$ cat src/rtl/fetch_ctrl.sv
// Instruction-fetch sequencer: owns the PC, runs the imem req/ack handshake,
// presents fetched words to decode and applies execute redirects.
module fetch_ctrl #(
  parameter logic [31:0] RESET_PC = 32'h8000,
  parameter logic [31:0] PC_STEP  = 32'd4
) (
  input  logic        clk,
  input  logic        rst,
  input  logic        br_taken,
  input  logic [31:0] pc_branch,
  input  logic        stall,
  output logic        imem_req,
  output logic [31:0] imem_addr,
  input  logic        imem_ack,
  input  logic [31:0] imem_rdata,
  output logic        inst_valid,
  output logic [31:0] inst,
  output logic [31:0] inst_pc,
  output logic [31:0] pc_default_out
);

  typedef enum logic [1:0] {IDLE, FETCH, VALID, DROP} state_t;

  typedef struct packed {
    logic        req;
    logic [31:0] addr;
    logic        vld;
    logic [31:0] inst;
    logic [31:0] pc;
    logic [31:0] pc_dflt;
  } out_t;

  state_t      state, state_nxt;
  out_t        out_q, out_nxt;
  logic [31:0] fetch_pc, fetch_pc_nxt;
  logic [31:0] saved_tgt, saved_tgt_nxt;
  logic [31:0] tgt, drop_tgt, pc_inc;
  logic        ack_v;

  assign tgt      = {pc_branch[31:2], 2'b00};
  assign pc_inc   = fetch_pc + PC_STEP;
  // A stray ack with no request in flight carries no data for us.
  assign ack_v    = imem_ack & out_q.req;
  assign drop_tgt = br_taken ? tgt : saved_tgt;

  always_comb begin
    state_nxt     = state;
    out_nxt       = out_q;
    fetch_pc_nxt  = fetch_pc;
    saved_tgt_nxt = saved_tgt;
    case (state)
      IDLE: begin
        state_nxt   = FETCH;
        out_nxt.req = 1'b1;
        if (br_taken) begin
          fetch_pc_nxt = tgt;
          out_nxt.addr = tgt;
        end else begin
          out_nxt.addr = fetch_pc;
        end
      end
      FETCH: begin
        // imem_addr == fetch_pc throughout FETCH; request held until ack.
        if (ack_v) begin
          if (br_taken) begin
            fetch_pc_nxt = tgt;
            out_nxt.addr = tgt;
          end else begin
            out_nxt.inst    = imem_rdata;
            out_nxt.pc      = fetch_pc;
            out_nxt.pc_dflt = pc_inc;
            out_nxt.vld     = 1'b1;
            out_nxt.req     = 1'b0;
            fetch_pc_nxt    = pc_inc;
            state_nxt       = VALID;
          end
        end else if (br_taken) begin
          saved_tgt_nxt = tgt;
          state_nxt     = DROP;
        end
      end
      VALID: begin
        if (br_taken) begin
          out_nxt.vld  = 1'b0;
          out_nxt.req  = 1'b1;
          out_nxt.addr = tgt;
          fetch_pc_nxt = tgt;
          state_nxt    = FETCH;
        end else if (!stall) begin
          out_nxt.vld  = 1'b0;
          out_nxt.req  = 1'b1;
          out_nxt.addr = fetch_pc;
          state_nxt    = FETCH;
        end
      end
      DROP: begin
        // Stale request still in flight: wait out its ack, latest target wins.
        if (ack_v) begin
          fetch_pc_nxt = drop_tgt;
          out_nxt.addr = drop_tgt;
          state_nxt    = FETCH;
        end else if (br_taken) begin
          saved_tgt_nxt = tgt;
        end
      end
      default: state_nxt = IDLE;
    endcase
  end

  always_ff @(posedge clk or negedge rst) begin
    if (!rst) begin
      state         <= IDLE;
      fetch_pc      <= RESET_PC;
      saved_tgt     <= '0;
      out_q.req     <= 1'b0;
      out_q.addr    <= RESET_PC;
      out_q.vld     <= 1'b0;
      out_q.inst    <= '0;
      out_q.pc      <= RESET_PC;
      out_q.pc_dflt <= RESET_PC + PC_STEP;
    end else begin
      state     <= state_nxt;
      fetch_pc  <= fetch_pc_nxt;
      saved_tgt <= saved_tgt_nxt;
      out_q     <= out_nxt;
    end
  end

  assign imem_req       = out_q.req;
  assign imem_addr      = out_q.addr;
  assign inst_valid     = out_q.vld;
  assign inst           = out_q.inst;
  assign inst_pc        = out_q.pc;
  assign pc_default_out = out_q.pc_dflt;

endmodule

$ cat config.mk
export PLATFORM = sky130hd
export DESIGN_NAME = fetch_ctrl
export DESIGN_NICKNAME = d
export VERILOG_FILES = /design/src/rtl/fetch_ctrl.sv
export SDC_FILE = /design/constraint.sdc
export NUM_CORES = 1
export LEC_CHECK = 0
export ABC_CLOCK_PERIOD_IN_PS = 3200
export CORE_MARGIN = 2
export CORE_UTILIZATION = 55
export CTS_CLUSTER_SIZE = 12
export DETAILED_ROUTE_END_ITERATION = 16
export PLACE_DENSITY = 0.85
export SLEW_MARGIN = 40
export SYNTH_ARGS = -nofsm -noshare
export SYNTH_HDL_FRONTEND = slang
export SYNTH_SLANG_ARGS = --single-unit
$ cat constraint.sdc
create_clock -name clk -period 3.2 [get_ports clk]
set_clock_uncertainty 0.2 [all_clocks]
set_input_delay 0.64 -clock clk [delete_from_list [all_inputs] [get_ports clk]]
set_output_delay 0.64 -clock clk [all_outputs]
set_load 0.02 [all_outputs]
==> results.md <==
* RSZ-0062 raised after global routing: no
* Post-place instance area at 0.0115 mm²
* Max Root-Sink Buffers at 2
* Required time worst endpoint at 3.32 ns
* Final hold violations at 0
* Placer congestion estimate at 0.913
* Syn Area/Cell at 9.35 µm²
* CTS Buf Count at 17
* Worst Hold Class: input pin to asynchronous set/reset pin
* CTS tree: yes
* GR met3 Demand/Resource at 6.50%
* Initial DRC Count at 939
* Die area at 0.0179 mm²
* Slew margin rel. at 54.5%
* Crit path to: fetch_pc[14]
* Least-Margin Pin Slew at 0.681 ns
* Total Wirelength at 25500 µm
* Synth warn at 0
* CP endpoint kind: flop
* Vias per cell at 5.84
* GR Overflow Total at 0
* Crit share post-route at 81.7%
* Leak at 0.00559 µW
* Gr busiest metal: met1
* ANT nets after route at 0
* Vias in the first global route at 7526
* Root Buffer: clkbuf_16
* H-tree levels at 4
* Setup_tns at 0 ns
* F_max at 383 MHz
* Internal power at 3800 µW
* Net Count, Synth at 1063
* Sequential Power Share at 51.4%
* Crit-path max FO at 13
* Reg2reg path depth at 6
* CTS Hold Buffers Added at 0
* Antenna cells at 0
* M2 GR Usage at 43.0%
* # DRC at 0
* Clock power frac at 38.7%
* Post-DP HPWL at 18000 µm
* Worst setup path class: flop to flop
* Filler cells at 1179
* Reg-to-reg endpoint: fetch_pc[14]
* Clock sinks at 194
* Net Switching at 1260 µW
* Worst slack at placement at 0.220 ns
* Share of flip-flops with an asynchronous set or reset at 100%
* Met1 Use GR at 43.5%
* Die Ht at 134 µm
* Vias at 8157
* Routed len/inst at 18.3 µm
* Seq/Total Area, Yosys at 52.3%
* DR pass1 iterations at 5
* Core area at 0.0165 mm²
* Number of top-level pins at 199
* Sw frac at 24.9%
* Antenna violations before repair at 0
* Fin crit period at 2.61 ns
* Total of max-cap violations at 0
* Setup ws final at 0.587 ns
* Endpoints failing setup at 0
* Port buffer count at 196
* Main synth FF type: dfrtp_1
* Outcome: finished, final reports clean
* Largest net degree at the start of global routing at 77
* Startpoint Class: flop
* Layout net count at 1233
* Post-cts resize count at 0
* Clock transition at path regs at 0.07 ns
* Finished Layout Cells at 1396
* Setup slack, reg-to-reg at 0.59 ns
* GRT Overall Usage at 29.2%
* Setup Buffers After CTS at 0
* Global-route wire length before repair at 40900 µm
* Crit path from: fetch_pc[3]
* Initial Util at 56.2%
* Critical Path AT at 2.73 ns
* VDD IR max at 0.362 mV
* Layout cells sized above 1 at 9.86%
* #FFs+latches synth at 194
* Finished Cell Area at 0.0120 mm²
* Distinct cells, synth at 63
* Slew Viols, Final at 0
* Cells after Synth at 993
* Combinational Power Share at 9.9%
* P&R area growth vs syn at 29.5%
* Mapped Area at 0.00929 mm²
* Die width at 134 µm
* Reg-to-reg startpoint: fetch_pc[3]
* Later-pin clock latency in the skew report at 0.43 ns
* Row count at 47
* Placed cell count at 1363
* EDFF count, synth at 0
* PD cells at 420 mW/mm²
==> cells in the final DEF (no fill, tap or decap), types with 5 or more instances in the layout <==
master,instances
nor2b_1,6
nand4_1,10
o21ai_0,94
clkbuf_16,17
nand2_1,277
a22oi_1,7
buf_12,5
nand3_1,23
inv_1,15
nand2b_1,6
a2bb2oi_1,7
a22o_1,5
xor2_1,9
a21oi_1,47
buf_4,26
clkdlybuf4s50_1,194
and2_1,5
mux2_2,32
a211oi_1,16
dfrtp_1,189
nor2_1,25
nor3_1,5
o21ai_1,6
xnor2_1,18
dfstp_2,5
mux2i_1,20
a32o_1,7
o22ai_1,7
a21o_1,14
==> kinds of logic after synthesis <==
| logic type | share of synthesized area (%) |
|---|---|
| compound gates | 16.8 |
| xor+xnor | 2.55 |
| fa+ha+maj | 0.135 |
| buf+inv | 4.44 |
| flops | 52.3 |
| mux | 6.03 |
| simple gates | 17.7 |
==> power by group through the flow <==
| stage | logic, µW | clock network [µW] | registers (µW) |
|---|---|---|---|
| after floorplan | 203 | 0 | 2650 |
| final | 501 | 1960 | 2600 |
| after CTS | 501 | 1970 | 2590 |
| after detailed placement | 499 | 0 | 2640 |
| after global routing | 543 | 2080 | 2600 |
| after global placement | 486 | 0 | 2630 |
==> how the worst min path moves through the flow <==
stage	start	endpoint	slack, ns	depth (start not counted)
3_3_place_gp	inst[15]	inst[15]	0.26	2
5_1_grt	rst	imem_addr[3]	0.08	1
3_5_place_dp	inst[19]	inst[19]	0.26	2
4_1_cts	rst	imem_addr[5]	0.05	1
2_1_floorplan	rst	fetch_pc[0]	0.14	0
6_report	rst	imem_addr[3]	0.02	1
==> stage by stage <==
step	power [µW]	utilization, %	hold WS (ns)
2_1_floorplan	2860	-	0.144
6_report	5060	72.8	0.0230
5_1_grt	5220	72.8	0.0830
3_3_place_gp	3120	69.5	0.257
4_1_cts	5060	72.7	0.0529
3_5_place_dp	3140	69.5	0.262
==> critical path, cell delays in order, from the launching register on <==
cell and delay, ns:
dfrtp_1 0.47, ha_1 0.25, nand3_2 0.20, nor2_2 0.61, nand3_1 0.31, a21o_1 0.25
a22o_1 0.21
==> metal layers <==
metal | share of wire [%] | wire [µm]
met5 | 0 | 0
met4 | 1.8 | 452
met3 | 8.4 | 2150
met2 | 45 | 11600
met1 | 44 | 11300
==> Yosys cell counts (4+ instances only) <==
cell type,count,share of area (%)
nor3_1,5,0.27
nor2_1,25,1.0
dfrtp_1,189,51
o21ai_0,94,5.1
a2bb2oi_1,7,0.66
buf_2,32,1.7
inv_1,15,0.61
and2_1,5,0.34
a21o_1,14,1.1
a22o_1,5,0.47
o21ai_1,6,0.32
mux2_2,32,3.9
nand4_1,10,0.67
o22ai_1,7,0.47
dfstp_2,5,1.4
xnor2_1,18,1.7
a21oi_1,48,2.6
a32oi_1,4,0.38
buf_4,5,0.40
nand2_1,278,11
a211oi_1,16,1.3
nand3_1,23,1.2
clkbuf_1,36,1.5
nand2b_1,6,0.40
xor2_1,9,0.85
nor2b_1,6,0.40
a22oi_1,7,0.57
a32o_1,7,0.75
mux2i_1,20,2.2
==> state kept, by name, indices dropped and copies added (netlist names) <==
| signal | flops |
|---|---|
| imem_addr | 32 |
| inst | 32 |
| imem_req | 1 |
| state | 2 |
| pc_default_out | 30 |
| fetch_pc | 32 |
| saved_tgt | 32 |
| inst_valid | 1 |
| inst_pc | 32 |
==> area by class of cell <==
| class | instances | area, µm² | area share, % |
|---|---|---|---|
| Tap cell | 220 | 275 | 2.29 |
| Inverter | 15 | 56.3 | 0.468 |
| Sequential cell | 194 | 4860 | 40.4 |
| Timing Repair Buffer | 228 | 2270 | 18.9 |
| Clock buffer | 21 | 450 | 3.74 |
| Multi-Input combinational cell | 707 | 4040 | 33.6 |
| Clock inverter | 11 | 80.1 | 0.665 |
(Power assumes the default switching activity.)
